**src/rtl/sseg_mux_driver.sv**
```systemverilog
// sseg_mux_driver: time-multiplexed N-digit seven-segment driver for a
// common-anode display. It decodes hex nibbles, drives a decimal point per
// digit and applies a per-digit enable mask. All display outputs are
// active-low and registered.
//
// The i_load strobe captures a complete display word into a pending buffer.
// That word moves into the active buffer only at a frame wrap, so a frame
// never shows a mix of old and new digits.
//
// Optional feature, selected by the macro SSEG_GHOST_BLANK_EN:
// blanks the last BLANK_TICKS output cycles of every digit slot to suppress
// ghosting. When the macro is undefined, BLANK_TICKS has no effect.
module sseg_mux_driver #(
  parameter int N_DIGITS        = 4,
  parameter int TICKS_PER_DIGIT = 50000,
  parameter int BLANK_TICKS     = 500
) (
  input  logic                  i_clk,
  input  logic                  i_rst,
  input  logic                  i_load,
  input  logic [4*N_DIGITS-1:0] i_hex,
  input  logic [N_DIGITS-1:0]   i_dp,
  input  logic [N_DIGITS-1:0]   i_en,
  output logic [N_DIGITS-1:0]   o_an_n,
  output logic [7:0]            o_sseg_n,
  output logic                  o_digit_tick,
  output logic                  o_frame
);

  localparam int CNT_W = (TICKS_PER_DIGIT > 1) ? $clog2(TICKS_PER_DIGIT) : 1;
  localparam int IDX_W = (N_DIGITS > 1) ? $clog2(N_DIGITS) : 1;
  localparam logic [CNT_W-1:0] CNT_MAX = CNT_W'(TICKS_PER_DIGIT - 1);
  localparam logic [IDX_W-1:0] IDX_MAX = IDX_W'(N_DIGITS - 1);
  localparam int BLANK_START = TICKS_PER_DIGIT - BLANK_TICKS;
`ifdef SSEG_GHOST_BLANK_EN
  localparam bit BLANK_EN = 1'b1;
`else
  localparam bit BLANK_EN = 1'b0;
`endif

  // Scan position
  logic [CNT_W-1:0]      r_cnt;
  logic [IDX_W-1:0]      r_idx;

  // Pending word (written by i_load) and active word (shown on the display)
  logic [4*N_DIGITS-1:0] r_pend_hex;
  logic [N_DIGITS-1:0]   r_pend_dp;
  logic [N_DIGITS-1:0]   r_pend_en;
  logic                  r_pend_valid;
  logic [4*N_DIGITS-1:0] r_act_hex;
  logic [N_DIGITS-1:0]   r_act_dp;
  logic [N_DIGITS-1:0]   r_act_en;

  // Registered outputs
  logic [N_DIGITS-1:0]   r_an_n;
  logic [7:0]            r_sseg_n;
  logic                  r_digit_tick;
  logic                  r_frame;

  logic                  w_last;
  logic                  w_wrap;
  logic [3:0]            w_nib;
  logic                  w_digit_on;
  logic                  w_blank;
  logic [31:0]           w_cnt_ext;
  logic [N_DIGITS-1:0]   w_an_sel;

  // Hex to active-low segments, bit order {g,f,e,d,c,b,a}
  function automatic logic [6:0] seg_decode(input logic [3:0] h);
    case (h)
      4'h0: seg_decode = 7'h40;
      4'h1: seg_decode = 7'h79;
      4'h2: seg_decode = 7'h24;
      4'h3: seg_decode = 7'h30;
      4'h4: seg_decode = 7'h19;
      4'h5: seg_decode = 7'h12;
      4'h6: seg_decode = 7'h02;
      4'h7: seg_decode = 7'h78;
      4'h8: seg_decode = 7'h00;
      4'h9: seg_decode = 7'h10;
      4'hA: seg_decode = 7'h08;
      4'hB: seg_decode = 7'h03;
      4'hC: seg_decode = 7'h46;
      4'hD: seg_decode = 7'h21;
      4'hE: seg_decode = 7'h06;
      default: seg_decode = 7'h0E;
    endcase
  endfunction

  assign w_last     = (r_cnt == CNT_MAX);
  assign w_wrap     = w_last && (r_idx == IDX_MAX);
  assign w_nib      = r_act_hex[r_idx*4 +: 4];
  assign w_digit_on = r_act_en[r_idx];
  assign w_an_sel   = ~(N_DIGITS'(1) << r_idx);
  assign w_cnt_ext  = 32'(r_cnt);
  // Dark tail of each slot; BLANK_EN is constant 0 when blanking is compiled out
  assign w_blank    = BLANK_EN && (w_cnt_ext >= 32'(BLANK_START));

  // Slot counter and digit index; the index advances on the last cycle of a slot
  always_ff @(posedge i_clk) begin
    if (i_rst) begin
      r_cnt <= '0;
      r_idx <= '0;
    end else if (w_last) begin
      r_cnt <= '0;
      r_idx <= (r_idx == IDX_MAX) ? '0 : r_idx + 1'b1;
    end else begin
      r_cnt <= r_cnt + 1'b1;
    end
  end

  // Double buffer. An older pending word is promoted at the wrap.
  // A load issued in the wrap cycle is written after the promotion,
  // so it stays pending until the following wrap.
  always_ff @(posedge i_clk) begin
    if (i_rst) begin
      r_pend_hex   <= '0;
      r_pend_dp    <= '0;
      r_pend_en    <= '0;
      r_pend_valid <= 1'b0;
      r_act_hex    <= '0;
      r_act_dp     <= '0;
      r_act_en     <= '1;
    end else begin
      if (w_wrap && r_pend_valid) begin
        r_act_hex    <= r_pend_hex;
        r_act_dp     <= r_pend_dp;
        r_act_en     <= r_pend_en;
        r_pend_valid <= 1'b0;
      end
      if (i_load) begin
        r_pend_hex   <= i_hex;
        r_pend_dp    <= i_dp;
        r_pend_en    <= i_en;
        r_pend_valid <= 1'b1;
      end
    end
  end

  // Output register: anode and segments for the current index, plus the scan pulses
  always_ff @(posedge i_clk) begin
    if (i_rst) begin
      r_an_n       <= '1;
      r_sseg_n     <= 8'hFF;
      r_digit_tick <= 1'b0;
      r_frame      <= 1'b0;
    end else begin
      r_digit_tick <= w_last;
      r_frame      <= w_wrap;
      if (w_digit_on && !w_blank) begin
        r_an_n   <= w_an_sel;
        r_sseg_n <= {~r_act_dp[r_idx], seg_decode(w_nib)};
      end else begin
        r_an_n   <= '1;
        r_sseg_n <= 8'hFF;
      end
    end
  end

  assign o_an_n       = r_an_n;
  assign o_sseg_n     = r_sseg_n;
  assign o_digit_tick = r_digit_tick;
  assign o_frame      = r_frame;

endmodule

```
**config.mk**
```make
export PLATFORM = sky130hd
export DESIGN_NAME = sseg_mux_driver
export DESIGN_NICKNAME = d
export VERILOG_FILES = /design/src/rtl/sseg_mux_driver.sv
export SDC_FILE = /design/constraint.sdc
export NUM_CORES = 1
export LEC_CHECK = 0
export ABC_CLOCK_PERIOD_IN_PS = 2790
export BUFFER_PORTS_ARGS = -buffer_cell sky130_fd_sc_hd__buf_4
export CAP_MARGIN = 30
export CORE_MARGIN = 2
export CORE_UTILIZATION = 58
export CTS_BUF_LIST = sky130_fd_sc_hd__clkbuf_8
export CTS_CLUSTER_SIZE = 28
export DETAILED_ROUTE_END_ITERATION = 12
export HOLD_SLACK_MARGIN = 0.02
export PLACE_DENSITY_LB_ADDON = 0.3
export SETUP_SLACK_MARGIN = 0.3
export SYNTH_ARGS = -nofsm -noshare
export SYNTH_HDL_FRONTEND = slang
export SYNTH_SLANG_ARGS = --single-unit
```
**constraint.sdc**
```tcl
create_clock -name i_clk -period 2.79 [get_ports i_clk]
set_clock_uncertainty 0.15 [all_clocks]
set_input_delay 0.1395 -clock i_clk [delete_from_list [all_inputs] [get_ports i_clk]]
set_output_delay 0.1395 -clock i_clk [all_outputs]
set_load 0.05 [all_outputs]
```
Yosys cells after proc, flatten, opt, wreduce, memory -nomap -nowiden. Memory sizes are Yosys's and may differ from the RTL's. A register that Yosys moved wholly into a read port is not among the register bits. Index checks and enable logic that the tools add are counted. W data, S select, Z words.

Bits in registers: 81. Latch bits: 0. Memory bits (writable): 0. ROM bits: 112. Output and inout port bits: 14. Memories kept: 1.

Memories: (no name shown) (depth 16, width 7, rd ports 1, clocked after memory_dff 1, wr ports 0, RTL line 70) `case (h)`.

Add/subtract/negate cells: 2. Multipliers: 0. Divide/modulo/power cells: 0. Magnitude comparators: 1. Equality and inequality tests: 2. Shifts and indexed selects: 2. Multiplexer cells: 7. Bitwise operators: 3. Reduce and logical (&&, ||, !) cells: 5.

Operators with widths (count): $add A16 B1 Y16 const B (1); $eq A16 B16 Y1 const B (1); $shiftx A16 B5 Y4 (1); $bmux W1 S2 (2); $mux W1 (4); $not A4 Y4 (1); $reduce_or A2 Y1 (2); $shl A1 B2 Y4 const A (1); $lt A2 B3 Y1 const B (1); $add A2 B1 Y2 const B (1); $eq A2 B2 Y1 const B (1); $logic_and A1 B1 Y1 (2); $mux W2 (1); $not A1 Y1 (2); $reduce_bool A2 Y1 (1).

Logic depth before layout (Yosys ltp). Gate-level depths: netlist (run 1).

Word-level depth: 5. Depth in mapped cells: 7. Depth with buffers taken out: 6.

Worst setup path before layout (run 1). OpenSTA, ideal clock, no wires.

Path kind: register -> register. Start point: register r_idx[0]. End point: register r_sseg_n[1], in the netlist o_sseg_n[1]. Library setup time: 0.129 ns. Arrival time: 1.790 ns. Data required time: 2.511 ns. Setup slack: 0.721 ns. Cell stages (with the launch flop): 8. Cell sequence: dfxtp_1 > buf_6 > mux4_1 > inv_1 > ha_1 > nor2_1 > nand3b_1 > o211ai_1.

Longest elaborated chain between the ends: 4.

RTL lines: from (decl) (RTL line 43) `logic [IDX_W-1:0] r_idx;`; from (signal assigned) (RTL line 106) `r_idx <= (r_idx == IDX_MAX) ? '0 : r_idx + 1'b1;`; parallel branches: the longest is 4 deep, another holds $shiftx A16 B5 Y4; to (decl) (RTL line 56) `logic [7:0] r_sseg_n;`.

Several ways; the timed one is not identified. The select of a mux whose other input is x is not followed. A chain may end at the register's enable or synchronous reset.

Worst setup path after layout (run 1). Ends and elaborated chain as after synthesis.

==> run_results.csv, run 1 <==
group,metric,value,unit
clock_tree,cts-buffers-inserted,9,
route,drc,0,
worst_setup_path,r2r_slack,610,ps
route,vias,2518,
route,viasPerCell,5.25,
route,drtPass1Iterations,4,
grt,grt_max_degree,78,
worst_hold_path,worstHoldPathType,"in -> reg",
sta,max_freq,460,MHz
sta,finalSetupViolCount,0,
worst_setup_path,cp.arrival,2220,ps
run,drv_cap,0,
grt,track_usage,21.0,%
synth,synthFlopType,"dfxtp_1",
worst_hold_path,min_path_cells,3,
synth,ys_ff_latch,81,
worst_setup_path,ff2ff_path_depth,6,
sta,hold_slack,99.0,ps
worst_setup_path,reg2reg_to,"o_sseg_n[1]$_SDFF_PP1_",
power,p_per_area,515,nW/um^2
worst_setup_path,cp_slowest_cell,"mux4_1",
synth,syn_area,3540,um^2
sta,period_share,78.0,%
floorplan,die_area,6740,um^2
power,power_leakage,1.71,nW
worst_setup_path,startpoint,"r_idx[0]$_SDFFE_PP0P_",
worst_setup_path,r2r-start,"r_idx[0]$_SDFFE_PP0P_",
synth,synth_edf_count,0,
worst_hold_path,min-delay-start,"i_load",
placement,hpwl,4.14,mm
floorplan,rows,28,
sta,tns,0,ps
cells_and_area,nFillCells,443,
clock_tree,clk_pin_slew_worst_paths,80,ps
clock_tree,clock_sinks,81,
floorplan,die_h,82.1,um
worst_setup_path,required,2830,ps
placement,place_ws,665,ps
clock_tree,insertion_delay,350,ps
route,routedWlPerCell,13.3,um
route,drt_iter0_markers,115,
floorplan,io_pins,41,
worst_setup_path,critPathMaxFanout,5,
clock_tree,cts_tree,"yes",
sta,slew_violations,0,
clock_tree,clk_path_buf_depth,2,
power,ir_worst_vdd,0.384,mV
cells_and_area,diodes,0,
synth,synth_fp_nets,382,
sta,finalWorstSetupSlack,615,ps
placement,routabilityCongestion,0.912,
worst_setup_path,cp_num_buf_inv,1,
floorplan,start_util,59.8,%
cells_and_area,drive_gt1_share,15.8,%
synth,yosys_warnings,0,
grt,grt_first_pass_wirelength,10.6,mm
placement,port_buffers,40,
sta,hold_violations,0,
worst_setup_path,critPathCaptureType,"flop",
grt,antenna_found_initial,0,
cells_and_area,fin_nets,438,
grt,grt_pass1_vias,2302,
sta,period_needed,2180,ps
floorplan,core,5920,um^2
route,routed_wl,6.41,mm
cells_and_area,seq_area,1620,um^2
status,status,"finished, final reports clean",
cells_and_area,syn2layout_area_growth,20.3,%
synth,yosysUniqueCellTypes,39,
synth,syn_avg_cell_area,10.3,um^2
worst_setup_path,cp-start-kind,"flop",
clock_tree,htree_num_levels,3,
sta,relSlewSlack,50.7,%
synth,synth_cells,344,
worst_hold_path,min_to,"r_pend_valid$_SDFFE_PP0P_",
worst_setup_path,cp_top_family,"multiplexers",
clock_tree,clockRootBuffer,"clkbuf_8",
power,power,2.19,mW
cells_and_area,final_common_cell,"dfxtp_1",
cells_and_area,multiInputGateArea,1750,um^2
cells_and_area,final_cell_mix,"dfxtp_1, mux2i_1, nor2_1",
sta,rsz0062_at_grt,"no",
worst_setup_path,crit_type,"reg -> reg",
worst_setup_path,crit_chain,"mux4_1, inv_1, ha_1, nor2_1, nand3b_1, o211ai_1",
clock_tree,post-cts-setup-buffers,0,
synth,yosysSeqAreaShare,45.8,%
worst_setup_path,cp_slowest_stage_delay,680,ps
synth,async_flop_share,0,%
floorplan,die_x,82.1,um
route,ant_nets,0,
grt,grt_overflow,0,
sta,worst-slew-pin-transition,737,ps
[stage by stage]
step	std cells	cell area, um^2	utilization [%]
2_1_floorplan	344	3540	-
3_3_place_gp	440	3830	64.7
3_5_place_dp	440	3830	64.7
4_1_cts	480	4260	71.9
5_1_grt	480	4260	71.9
6_report	480	4260	71.9
[synth_stat cells, drive strengths merged, types with 2 or more instances]
library cell,n,area share [%]
dfxtp,81,46
mux2i,49,14
nor2,49,5.2
nand2b,42,7.4
buf,11,2.4
clkbuf,11,1.2
ha,11,3.9
inv,11,1.2
nand2,9,0.95
xor2,8,2.0
a21oi,7,0.99
mux4,6,4.2
nand4,6,1.2
o21ai,5,0.71
nand3,4,0.57
o221ai,4,0.99
and3,3,0.53
xnor2,3,0.74
a211oi,2,0.42
a2bb2o,2,0.57
and2,2,0.35
and2b,2,0.42
and4,2,0.49
and4bb,2,0.71
nor3,2,0.60
or3,2,0.35
[worst max-delay path by stage]
stage | endpoint | cells after the start
after floorplan | o_sseg_n[1]$_SDFF_PP1_ | 7
after global placement | o_sseg_n[1]$_SDFF_PP1_ | 6
after detailed placement | o_sseg_n[1]$_SDFF_PP1_ | 6
after CTS | o_sseg_n[1]$_SDFF_PP1_ | 6
after global routing | o_sseg_n[1]$_SDFF_PP1_ | 6
final | o_sseg_n[1]$_SDFF_PP1_ | 6
[flip-flops by register name, summed over array words and instances (netlist names)]
name and flops:
r_act_en 4, r_act_dp 4, r_pend_hex 16, o_sseg_n 8
o_an_n 4, r_pend_en 4, r_pend_dp 4, r_idx 2
r_cnt 16, o_digit_tick 1, o_frame 1, r_act_hex 16
r_pend_valid 1
[routing by layer]
| metal | vias to the layer above | global-route usage, % | wire [um] |
|---|---|---|---|
| li1 | 1274 | - | - |
| met1 | 1193 | 27.4 | 2920 |
| met2 | 47 | 32.7 | 3190 |
| met3 | 4 | 5.54 | 259 |
| met4 | 0 | 9.33 | 38 |
| met5 | - | 0 | 0 |
[power breakdown]
| part | switching [mW] | internal [mW] | leakage, nW |
|---|---|---|---|
| Combinational | 0.0803 | 0.0911 | 0.939 |
| Sequential | 0.0153 | 1.19 | 0.661 |
| Clock | 0.393 | 0.425 | 0.110 |
[layout make-up]
cell class                      count  area share [%]
Multi-Input combinational cell    230            41.1
Sequential cell                    81            38.1
Timing Repair Buffer               67            13.2
Clock buffer                       10            3.23
Tap cell                           75            2.20
Clock inverter                      6            1.20
Inverter                           11           0.970
[cell families after synthesis]
| group | synth area share [%] |
|---|---|
| simple gates | 20.4 |
| flops | 45.8 |
| mux | 18.1 |
| buf+inv | 4.77 |
| compound gates | 4.35 |
| xor+xnor | 2.72 |
| fa+ha+maj | 3.89 |
[tightest hold or removal path: stages]
cell	delay, ps
buf_4	240
inv_1	90
a21oi_1	60
[timing repair]
item                                   4_1_cts  5_1_grt
hold buffers                                24        0
resized for setup                            0        0
endpoints found under the hold margin       24        0
(Power assumes the default switching activity.)
==> run 2, diff against run 1 <==
--- a/config.mk
+++ b/config.mk
@@ -5,11 +5,11 @@
 export SDC_FILE = /design/constraint.sdc
 export NUM_CORES = 1
 export LEC_CHECK = 0
-export ABC_CLOCK_PERIOD_IN_PS = 2790
+export ABC_CLOCK_PERIOD_IN_PS = 2000
 export BUFFER_PORTS_ARGS = -buffer_cell sky130_fd_sc_hd__buf_4
 export CAP_MARGIN = 30
 export CORE_MARGIN = 2
-export CORE_UTILIZATION = 58
+export CORE_UTILIZATION = 54
 export CTS_BUF_LIST = sky130_fd_sc_hd__clkbuf_8
 export CTS_CLUSTER_SIZE = 28
 export DETAILED_ROUTE_END_ITERATION = 12
==> constraint.sdc (replaced) <==
create_clock -name i_clk -period 2 [get_ports i_clk]
set_clock_uncertainty 0.15 [all_clocks]
set_input_delay 0.1 -clock i_clk [delete_from_list [all_inputs] [get_ports i_clk]]
set_output_delay 0.1 -clock i_clk [all_outputs]
set_load 0.05 [all_outputs]
==> run 2 against run 1 <==
Sequential cell count is the same. Largest cell class unchanged. Critical path depth is 1 lower. Clock power increased by 38%. Power grew 41%. Routed wire length increased by 38%. Non-clock buffer count increased by 40. Via count is 12% higher. Clock-buffer cell count is 1 lower. Worst hold slack got worse by 19 ps. Die area is 7.0% higher. Global-route usage up 3.3 points. Setup slack worse by 610 ps.
==> run_results.csv, run 2 (synthesized netlist as in run 1, its figures left out) <==
group,metric,value,unit
status,status,"finished, final reports clean",
floorplan,die_x,85.0,um
worst_setup_path,cp.arrival,2070,ps
power,switching_share,23.4,%
worst_setup_path,cp-start-kind,"flop",
route,ant_nets,0,
route,routed_wl,8.81,mm
clock_tree,insertion_delay,360,ps
sta,relSlewSlack,70.8,%
clock_tree,htree_num_levels,3,
worst_hold_path,min_path_cells,3,
worst_hold_path,worstHoldPathType,"in -> reg",
route,routedWlPerCell,16.9,um
power,combPwrFrac,9.1,%
cells_and_area,diodes,0,
cells_and_area,syn2layout_area_growth,37.6,%
power,pwr-share-seq,54.4,%
grt,grt_pass1_vias,2875,
worst_setup_path,cp_top_family,"multiplexers",
clock_tree,cts_tree,"yes",
power,power_leakage,1.97,nW
grt,grt_first_pass_wirelength,13.8,mm
sta,period_share,99.9,%
route,drtPass1Iterations,4,
worst_setup_path,r2r_slack,1,ps
placement,routabilityCongestion,0.868,
sta,slew_violations,0,
floorplan,core,6350,um^2
cells_and_area,final_common_cell,"dfxtp_1",
grt,antenna_found_initial,0,
cells_and_area,fin_nets,480,
worst_setup_path,cp_num_buf_inv,0,
grt,track_usage,24.3,%
placement,port_buffers,40,
worst_setup_path,cp.depth,5,
clock_tree,clockRootBuffer,"clkbuf_8",
sta,finalSetupViolCount,0,
clock_tree,clk_pin_slew_worst_paths,80,ps
cells_and_area,final_cell_mix,"dfxtp_1, buf_4, mux2i_1, nor2_1, nand2b_1",
run,drv_cap,0,
sta,hold_violations,0,
power,clkPwrFrac,36.6,%
grt,grt_max_degree,42,
cells_and_area,reg_top3,"r_act_hex: 16 flops, r_cnt: 16 flops, r_pend_hex: 16 flops",
power,ir_worst_vdd,0.585,mV
clock_tree,cts-buffers-inserted,9,
floorplan,start_util,55.7,%
clock_tree,clk_path_buf_depth,2,
placement,hpwl,4.56,mm
floorplan,die_area,7220,um^2
route,drt_iter0_markers,181,
sta,worst-slew-pin-transition,438,ps
worst_setup_path,ff2ff_path_depth,5,
sta,period_needed,2000,ps
grt,grt_overflow,0,
worst_setup_path,required,2070,ps
power,intPower,2.36,mW
clock_tree,clock_sinks,81,
power,power,3.08,mW
floorplan,die_h,85.0,um
sta,rsz0062_at_grt,"yes",
cells_and_area,drive_gt1_share,28.0,%
power,p_per_area,633,nW/um^2
route,vias,2813,
floorplan,rows,29,
sta,max_freq,500,MHz
route,drc,0,
cells_and_area,nFillCells,386,
route,viasPerCell,5.38,
worst_setup_path,cp_slowest_cell,"mux4_2",
sta,tns,0,ps
worst_setup_path,crit_type,"reg -> reg",
worst_setup_path,crit_chain,"mux4_2, ha_4, and2b_1, a21oi_2, o221ai_1",
floorplan,io_pins,41,
worst_setup_path,cp_slowest_stage_delay,640,ps
worst_setup_path,critPathMaxFanout,5,
worst_setup_path,critPathCaptureType,"flop",
power,p_switching,722,uW
-- run 2: cell types whose count changed in the layout (fill, tap and decap cells not counted), sizes merged --
cell	change
mux4	+1
clkinvlp	+1
clkinv	-1
nor2b	+1
buf	+25
dlygate4sd3	+14
-- run 2: worst reg2reg max path: cells and delay by family, from the launching register on --
kind	cells	cell delay, ps
mux	1	640
flops	1	390
compound gates	2	260
fa+ha+maj	1	220
simple gates	1	200
-- run 2: worst paths after layout --
kind	from	endpoint
worst min register to register	r_cnt[0]$_SDFF_PP0_	r_cnt[0]$_SDFF_PP0_
worst max register to register	r_idx[0]$_SDFFE_PP0P_	o_sseg_n[5]$_SDFF_PP1_
worst min-delay path	i_load	r_pend_valid$_SDFFE_PP0P_
worst max-delay path	r_idx[0]$_SDFFE_PP0P_	o_sseg_n[5]$_SDFF_PP1_
-- run 2: cell type report --
cell class | count | area [um^2] | share of cell area (%)
clock buffers | 9 | 124 | 2.54
clock inverters | 6 | 53.8 | 1.10
inverters | 11 | 43.8 | 0.899
multi-input cells | 232 | 1930 | 39.6
flip-flops and latches | 81 | 1640 | 33.6
well taps | 77 | 96.3 | 1.98
repair buffers | 107 | 991 | 20.3
-- run 2: stage by stage --
stage / hold slack [ps] / cells / cell area (um^2) / util, % / worst slack, ps
2_1_floorplan: 97.2 / 344 / 3590 / - / 96.5
3_3_place_gp: 183 / 448 / 3940 / 62.0 / 27.6
3_5_place_dp: 193 / 448 / 3940 / 62.0 / -93.2
4_1_cts: 52.6 / 515 / 4730 / 74.4 / 69.3
5_1_grt: 93.0 / 523 / 4870 / 76.7 / -61.6
6_report: 79.9 / 523 / 4870 / 76.7 / 1.26
-- run 2: power by group through the flow --
stage,registers (mW),clock network (mW),logic [mW]
2_1_floorplan,1.73,0,0.111
3_3_place_gp,1.71,0,0.200
3_5_place_dp,1.71,0,0.205
4_1_cts,1.68,1.12,0.268
5_1_grt,1.68,1.20,0.306
6_report,1.68,1.13,0.280
-- run 2: repair_timing --
action                     in CTS  in global routing
pin swaps                       7                  5
hold buffers                   38                  0
buffers inserted               12                  4
hold endpoints to repair       25                  0
setup endpoints to repair      35                 54
gates cloned                    2                  4
gates resized for setup        22                 24
-- run 2: layer usage --
metal	GRT usage (%)	up-vias	wire length, um	share of wire [%]
met5	0	-	0	0
met4	11.1	0	290	3.3
met3	4.96	28	428	4.9
met2	41.7	85	4380	50
met1	29.2	1337	3710	42
li1	-	1363	-	-
